### src/rtl/snapshot_checkpoint_ctrl.sv
// snapshot_checkpoint_ctrl
// Allocates register-file snapshot slots for predicted branches. Slots form a
// circular queue: head is the oldest outstanding slot and tail is the next free
// slot. A correct resolve frees the oldest slot. A mispredict restores the
// oldest slot and flushes every younger one through a two-cycle
// RESTORE/RECOVER sequence.
// Optional feature macro: CKPT_STATS_EN adds saturating statistics counters.
module snapshot_checkpoint_ctrl #(
    parameter int unsigned NUM_CKPT = 4,
    parameter int unsigned ID_W     = $clog2(NUM_CKPT)
`ifdef CKPT_STATS_EN
    ,
    parameter int unsigned STAT_W   = 16
`endif
) (
    input  logic                clk,
    input  logic                rst_n,
    input  logic                alloc_req,
    output logic                alloc_ack,
    output logic [ID_W-1:0]     alloc_id,
    output logic [NUM_CKPT-1:0] snap_take,
    output logic                ckpt_full,
    input  logic                resolve_valid,
    input  logic                resolve_mispred,
    output logic                restore_en,
    output logic [ID_W-1:0]     restore_id,
    output logic                recover_busy,
    output logic                protocol_err
`ifdef CKPT_STATS_EN
    ,
    output logic [STAT_W-1:0]   stat_alloc,
    output logic [STAT_W-1:0]   stat_mispred,
    output logic [STAT_W-1:0]   stat_full_stall
`endif
);

    localparam int unsigned CntW = $clog2(NUM_CKPT + 1);
    localparam logic [CntW-1:0] FullCnt = CntW'(NUM_CKPT);

    typedef enum logic [1:0] {
        StIdle,
        StRestore,
        StRecover
    } state_e;

    state_e          state_q, state_d;
    logic [ID_W-1:0] head_q, head_d;
    logic [ID_W-1:0] tail_q, tail_d;
    logic [CntW-1:0] count_q, count_d;
    logic            full_q;
    logic            restore_en_q;
    logic [ID_W-1:0] restore_id_q, restore_id_d;
    logic            recover_busy_q;
    logic            protocol_err_q, protocol_err_d;

    logic is_idle;
    logic has_ckpt;
    logic mispred_any;
    logic do_alloc;
    logic do_free;
    logic do_mispred;
    logic bad_resolve;

    // Decode this cycle's events from inputs and current state.
    always_comb begin
        is_idle     = (state_q == StIdle);
        has_ckpt    = (count_q != '0);
        mispred_any = resolve_valid & resolve_mispred;
        do_mispred  = mispred_any & has_ckpt & is_idle;
        do_free     = resolve_valid & ~resolve_mispred & has_ckpt & is_idle;
        bad_resolve = resolve_valid & (~has_ckpt | ~is_idle);
        // Any mispredict indication drops the same-cycle request as wrong-path;
        // gating with rst_n keeps the grant low while reset is asserted.
        do_alloc    = rst_n & alloc_req & ~full_q & is_idle & ~mispred_any;
    end

    // Combinational grant and one-hot capture strobe.
    always_comb begin
        alloc_ack = do_alloc;
        alloc_id  = tail_q;
        snap_take = '0;
        if (do_alloc) begin
            snap_take[tail_q] = 1'b1;
        end
    end

    // Pointer, occupancy and sticky-error next state.
    always_comb begin
        head_d         = head_q;
        tail_d         = tail_q;
        count_d        = count_q;
        restore_id_d   = restore_id_q;
        protocol_err_d = protocol_err_q | bad_resolve;
        if (do_mispred) begin
            // Everything younger than head is wrong-path; rewind tail onto head.
            restore_id_d = head_q;
            tail_d       = head_q;
            count_d      = '0;
        end else begin
            if (do_alloc) begin
                tail_d = tail_q + 1'b1;
            end
            if (do_free) begin
                head_d = head_q + 1'b1;
            end
            if (do_alloc && !do_free) begin
                count_d = count_q + 1'b1;
            end else if (do_free && !do_alloc) begin
                count_d = count_q - 1'b1;
            end
        end
    end

    // Recovery FSM next state.
    always_comb begin
        state_d = state_q;
        unique case (state_q)
            StIdle:    if (do_mispred) state_d = StRestore;
            StRestore: state_d = StRecover;
            StRecover: state_d = StIdle;
            default:   state_d = StIdle;
        endcase
    end

    // State and registered outputs; status flags are loaded from next state.
    always_ff @(posedge clk or negedge rst_n) begin
        if (!rst_n) begin
            state_q        <= StIdle;
            head_q         <= '0;
            tail_q         <= '0;
            count_q        <= '0;
            full_q         <= 1'b0;
            restore_en_q   <= 1'b0;
            restore_id_q   <= '0;
            recover_busy_q <= 1'b0;
            protocol_err_q <= 1'b0;
        end else begin
            state_q        <= state_d;
            head_q         <= head_d;
            tail_q         <= tail_d;
            count_q        <= count_d;
            full_q         <= (count_d == FullCnt);
            restore_en_q   <= (state_d == StRestore);
            restore_id_q   <= restore_id_d;
            recover_busy_q <= (state_d != StIdle);
            protocol_err_q <= protocol_err_d;
        end
    end

    always_comb begin
        ckpt_full    = full_q;
        restore_en   = restore_en_q;
        restore_id   = restore_id_q;
        recover_busy = recover_busy_q;
        protocol_err = protocol_err_q;
    end

`ifdef CKPT_STATS_EN
    logic [STAT_W-1:0] stat_alloc_q;
    logic [STAT_W-1:0] stat_mispred_q;
    logic [STAT_W-1:0] stat_full_stall_q;

    // Saturating event counters.
    always_ff @(posedge clk or negedge rst_n) begin
        if (!rst_n) begin
            stat_alloc_q      <= '0;
            stat_mispred_q    <= '0;
            stat_full_stall_q <= '0;
        end else begin
            if (do_alloc && (stat_alloc_q != '1)) begin
                stat_alloc_q <= stat_alloc_q + 1'b1;
            end
            if (do_mispred && (stat_mispred_q != '1)) begin
                stat_mispred_q <= stat_mispred_q + 1'b1;
            end
            if (alloc_req && full_q && (stat_full_stall_q != '1)) begin
                stat_full_stall_q <= stat_full_stall_q + 1'b1;
            end
        end
    end

    always_comb begin
        stat_alloc      = stat_alloc_q;
        stat_mispred    = stat_mispred_q;
        stat_full_stall = stat_full_stall_q;
    end
`endif

endmodule
### config.mk
export PLATFORM = sky130hd
export DESIGN_NAME = snapshot_checkpoint_ctrl
export DESIGN_NICKNAME = d
export VERILOG_FILES = /design/src/rtl/snapshot_checkpoint_ctrl.sv
export SDC_FILE = /design/constraint.sdc
export NUM_CORES = 1
export LEC_CHECK = 0
export ABC_AREA = 1
export CAP_MARGIN = 20
export CORE_MARGIN = 5
export CORE_UTILIZATION = 44
export CTS_CLUSTER_SIZE = 8
export DETAILED_ROUTE_END_ITERATION = 8
export PLACE_DENSITY_LB_ADDON = 0.05
export SETUP_SLACK_MARGIN = 0.5
export SLEW_MARGIN = 0
export SYNTH_ARGS = -nofsm -noshare
export SYNTH_HDL_FRONTEND = slang
export SYNTH_SLANG_ARGS = --single-unit
export TNS_END_PERCENT = 20
### constraint.sdc
create_clock -name clk -period 1.3 [get_ports clk]
set_input_delay 0.26 -clock clk [delete_from_list [all_inputs] [get_ports clk]]
set_output_delay 0.26 -clock clk [all_outputs]
set_load 0.02 [all_outputs]
[Yosys cells after proc, flatten, opt, wreduce, memory -nomap -nowiden]
Cells that the tools add are included.
Storage, ports and cells
  bits in read-only memories: 0
  memories kept: 0
  RAM bits: 0
  flip-flop bits (word level): 15
  input bits: 5
  output and inout port bits: 13
  word-level logic and storage cells: 57
  latch bits: 0
Operators by class
  equal/unequal tests: 3
  bitwise logic cells: 19
  shifts and indexed selects: 0
  add/subtract/negate cells: 4
  reductions and logical operators: 10
  divide/modulo/power cells: 0
  $lt $le $gt $ge: 2
  multiply operators: 0
  mux-type cells: 10
Operators by type and width (count)
  bitwise AND 1 bit: 11
  two-way mux 3 bit: 3
  two-way mux 2 bit: 3
  inverter 1 bit: 6
  adder 2 x 1 -> 2 bit, second input constant: 2
  equality test 2 x 1 -> 1 bit, second input constant: 2
  two-way mux 4 bit: 1
  case mux 2 bit (2 select lines): 1
  nonzero test 2 bit: 2
  adder 3 x 1 -> 3 bit, second input constant: 1
  equality test 3 bit, second input constant: 1
  logical AND 1 bit: 3
  less-than comparator 2 x 3 -> 1 bit, second input constant: 1
  nonzero test 3 bit: 1
  subtractor 3 x 1 -> 3 bit, second input constant: 1
  demux 1 bit (select 2 bit): 1
  greater-or-equal comparator 2 x 1 -> 1 bit, second input constant: 1
  zero test 1 bit: 2
  zero test 2 bit: 1
  bitwise OR 1 bit: 2
  AND reduction 2 bit: 1
  two-way mux 1 bit: 1

[Depth between registers and ports, before layout]
  depth in word-level cells: 10
  mapped depth: 11
  mapped depth without buffers: 11

[Worst setup path before layout]
Ideal clock, no wire load.
  path type: flip-flop to flip-flop
  start point: register full_q (netlist: ckpt_full)
  end point: register full_q (netlist: ckpt_full)
  arrival time: 1.246 ns
  stages on the path, launching flop included: 9
  data required time: 1.185 ns
  period minus slack after synthesis: 1.362 ns
  setup time: 0.115 ns
  buffers on the path: 0
  setup slack: -0.062 ns
  path through: dfrtp_1 -> inv_1 -> nand3_1 -> nor2_8 -> nand2_2 -> nand3_1 -> nand3_1 -> nand2_1 -> nor2_1
On the way
  longest elaborated chain between the ends: 10
  elaborated cells on any way between the ends: 11
  classes of those cells: eq/ne: 1; mux: 3; bitwise: 4; reduce/logical: 3
Ends and longest elaborated chain
  start, declared: RTL line 50  | logic full_q;
  start signal, assigned: RTL line 142  | full_q <= (count_d == FullCnt);
  inverter 1 bit (*): RTL line 74  | do_alloc = rst_n & alloc_req & ~full_q & is_idle & ~mispred_any;
  bitwise AND 1 bit (*) (3 in series): RTL line 74
  net alloc_ack: RTL line 19  | output logic alloc_ack,
  zero test 1 bit: RTL line 108  | end else if (do_free && !do_alloc) begin
  logical AND 1 bit: RTL line 108
  two-way mux 3 bit: RTL line 108
  two-way mux 3 bit (*): RTL line 106  | if (do_alloc && !do_free) begin
  two-way mux 3 bit (*): RTL line 94  | if (do_mispred) begin
  equality test 3 bit (*): RTL line 142
Mark *: on every way through the listed nets, which the timed path passes. The rest lies on a longest branch.
A chain may end at the register's enable or synchronous reset.

[Worst setup path in the final report]
  start point: register state_q[0]
  end point: output port snap_take[2]
On the way
  longest elaborated chain between the ends: 4
Ends and longest elaborated chain
  start, declared: RTL line 46  | state_e state_q, state_d;
  start signal, assigned: RTL line 128  | state_q <= StIdle;
  start signal, assigned: RTL line 138  | state_q <= state_d;
  zero test 2 bit: RTL line 66  | is_idle = (state_q == StIdle);
  bitwise AND 1 bit (2 in series): RTL line 74
  two-way mux 4 bit: RTL line 82  | if (do_alloc) begin
  end, declared: RTL line 21  | output logic [NUM_CKPT-1:0] snap_take,
Every way passes these cells.

==> impl_metrics.ini <==
[routing]
vias = 764
drtIter0Drc = 8
wl_met1_um = 726
met3WireLength_um = 73
via_per_inst = 4.49
wl_um = 1840
ant_nets = 0
top_layer = met4
drc = 0
firstDrtPassIters = 4
wire_per_inst_um = 10.8
wl_met2_um = 1020

[synth]
ys_seq_area_share_pct = 43.2
netlist_area_um2 = 870
synth-edff-count = 0
synth.cells.most_frequent = inv_1 (18), nand2_1 (18), dfrtp_1 (15)
synth_warnings = 0
synth-seq-cells = 15
synthesis.nets = 113
ys_async_sr_fraction_pct = 100
yosysTopAreaCell = dfrtp_1
synthCells = 101
synth_area_leaders = dfrtp_1 (43%), ha_1 (10%), inv_1 (7.8%)
avgSynthCellArea_um2 = 8.61
ys_types = 18
ys.flop_type = dfrtp_1
netlist.area_leader.share_pct = 43.2

[setup_path]
setup.worst_path.class = register to primary output
cp_max_fo = 5
crit_start = state_q[0]$_DFF_PN0_
r2r_end = ckpt_full$_DFF_PN0_
start_kind = register
reg2reg_from = state_q[0]$_DFF_PN0_
ff2ff_setup_slack_ns = -0.14
arrival_ns = 1.25
worstPathRequired_ns = 1.04
endpoint = snap_take[2]
cp-end-kind = primary output
worstRegToRegCells = 10

[global_routing]
grt_max_degree = 16
antenna_found_initial = 0
grt_overflow_total = 0
grt.total_usage_pct = 15.5
grt_pass1_vias = 756
grt_pass1_wl_um = 3190

[power]
power_density_mw_per_mm2 = 1970
peakVddDrop_uv = 1120
power_mw = 2.66
p_leak_nw = 0.704

[placed_design]
place_area_mm2 = 0.00127
portBuffers = 17
dpl.hpwl_um = 1490
gp_congestion = 0.718

[cells_and_area]
nNetsFinal = 156
drive_gt1_share_pct = 46.9
design_area_mm2 = 0.00135
n_antenna_cell = 0
area_delta_synth_final_pct = 55.0

[cts]
clkTransAtPathRegs_ns = 0.08
cts_tree = yes
numCtsBuffers = 3
clockRootBuffer = clkbuf_4
clk_latency_ns = 0.28
cts_max_level = 1
cts_buffer_depth = 2
clock_sinks = 15

[run]
drv_cap = 0

[sta]
slew_viol_final = 0
rsz0062_at_grt = yes
slew_headroom_pct = 86.8
min_period_ns = 1.51
worst_pin_slew_ns = 0.197
setup_viol = 9
post-route-period-util_pct = 116
layout_setup_ws_ns = -0.210
clock_skew_ns = 0.000762
fmax_mhz = 662
hold_violations = 0

[floorplan]
rows = 16
die_x_um = 54.5
die_area_mm2 = 0.00297
ios = 18
initial_utilization_pct = 45.2
die_h_um = 54.5
fp.coreArea_mm2 = 0.00192

[outcome]
violations = negative setup slack
status = complete, but fails checks

[hold_path]
hp-class = input pin to async pin
-- registers in the layout (all words and copies together), names as in the netlist --
signal	count
restore_en	1
count_q	3
restore_id	2
protocol_err	1
ckpt_full	1
alloc_id	2
recover_busy	1
state_q	2
head_q	2
-- layout by cell type (no fill, tap or decap), types with 2 or more instances in the layout --
cell and count:
dfrtp_2 2, dlygate4sd2_1 2, ha_1 5, buf_6 12
nand2_4 4, clkbuf_4 3, nor2_1 8, nor2_2 4
o21ai_0 5, nand3_1 6, clkdlybuf4s50_1 2, inv_2 5
nor2_8 2, dfrtp_1 13, nor2_4 4, nand2_1 16
nand2_2 3, inv_1 14, buf_4 22, nand3_2 3
-- stage by stage --
stage / hold slack, ns / setup WS (ns) / TNS (ns) / utilization (%) / cells
2_1_floorplan: -0.0356 / -0.00291 / -0.00291 / - / 101
3_3_place_gp: 0.441 / -0.748 / -7.05 / 66.0 / 165
3_5_place_dp: 0.448 / -0.785 / -7.55 / 66.0 / 165
4_1_cts: 0.0986 / -0.221 / -1.37 / 68.6 / 169
5_1_grt: 0.107 / -0.274 / -2.30 / 70.1 / 170
6_report: 0.0989 / -0.210 / -1.28 / 70.1 / 170
-- critical path: stages (launching register included) --
cell and delay, ns:
dfrtp_2 0.45, nor2_8 0.15, nand3_4 0.13, nor2_4 0.13, buf_6 0.12
-- power by group --
group | total (mW) | switching, mW | internal, mW
sequential | 0.790 | 0.145 | 0.645
clock | 0.257 | 0.138 | 0.119
combinational | 1.61 | 0.835 | 0.773
total | 2.66 | 1.12 | 1.54
-- per-layer routing --
metal | vias up | GRT usage, %
li1 | 392 | -
met1 | 358 | 16.7
met2 | 12 | 29.5
met3 | 2 | 2.45
met4 | 0 | 6.22
met5 | - | 0
-- what timing repair did --
action / 4_1_cts / 5_1_grt
endpoints found under the hold margin: 0 / 0
resized for setup: 80 / 9
hold buffers: 0 / 0
endpoints found under the setup margin: 27 / 27
pin swaps: 6 / 1
buffers inserted: 0 / 1
-- cell families after synthesis --
| family | Yosys count | synth area share (%) |
|---|---|---|
| AOI/OAI and AO/OA | 6 | 3.74 |
| xor gates and xnor gates | 2 | 2.01 |
| adders and majority gates | 7 | 10.1 |
| buffers and inverters | 19 | 8.20 |
| DFF | 15 | 43.2 |
| and+or+nand+nor | 52 | 32.8 |
-- area by class of cell --
class	instances	area (µm²)
fillers	170	574
multi-input cells	67	500
flip-flops and latches	15	378
repair buffers	38	338
inverters	19	71.3
well taps	27	33.8
clock buffers	4	26.3
-- how the worst min path moves through the flow --
stage / cells after the start / slack (ns) / startpoint / end
final: 2 / 0.1 / rst_n / recover_busy$_DFF_PN0_
after global routing: 2 / 0.11 / rst_n / recover_busy$_DFF_PN0_
after CTS: 2 / 0.1 / rst_n / recover_busy$_DFF_PN0_
after detailed placement: 1 / 0.45 / protocol_err$_DFF_PN0_ / protocol_err$_DFF_PN0_
after global placement: 1 / 0.44 / protocol_err$_DFF_PN0_ / protocol_err$_DFF_PN0_
after floorplan: 0 / -0.04 / rst_n / alloc_id[0]$_DFFE_PN0P_
Note: power is estimated with default switching activity, not from simulation.
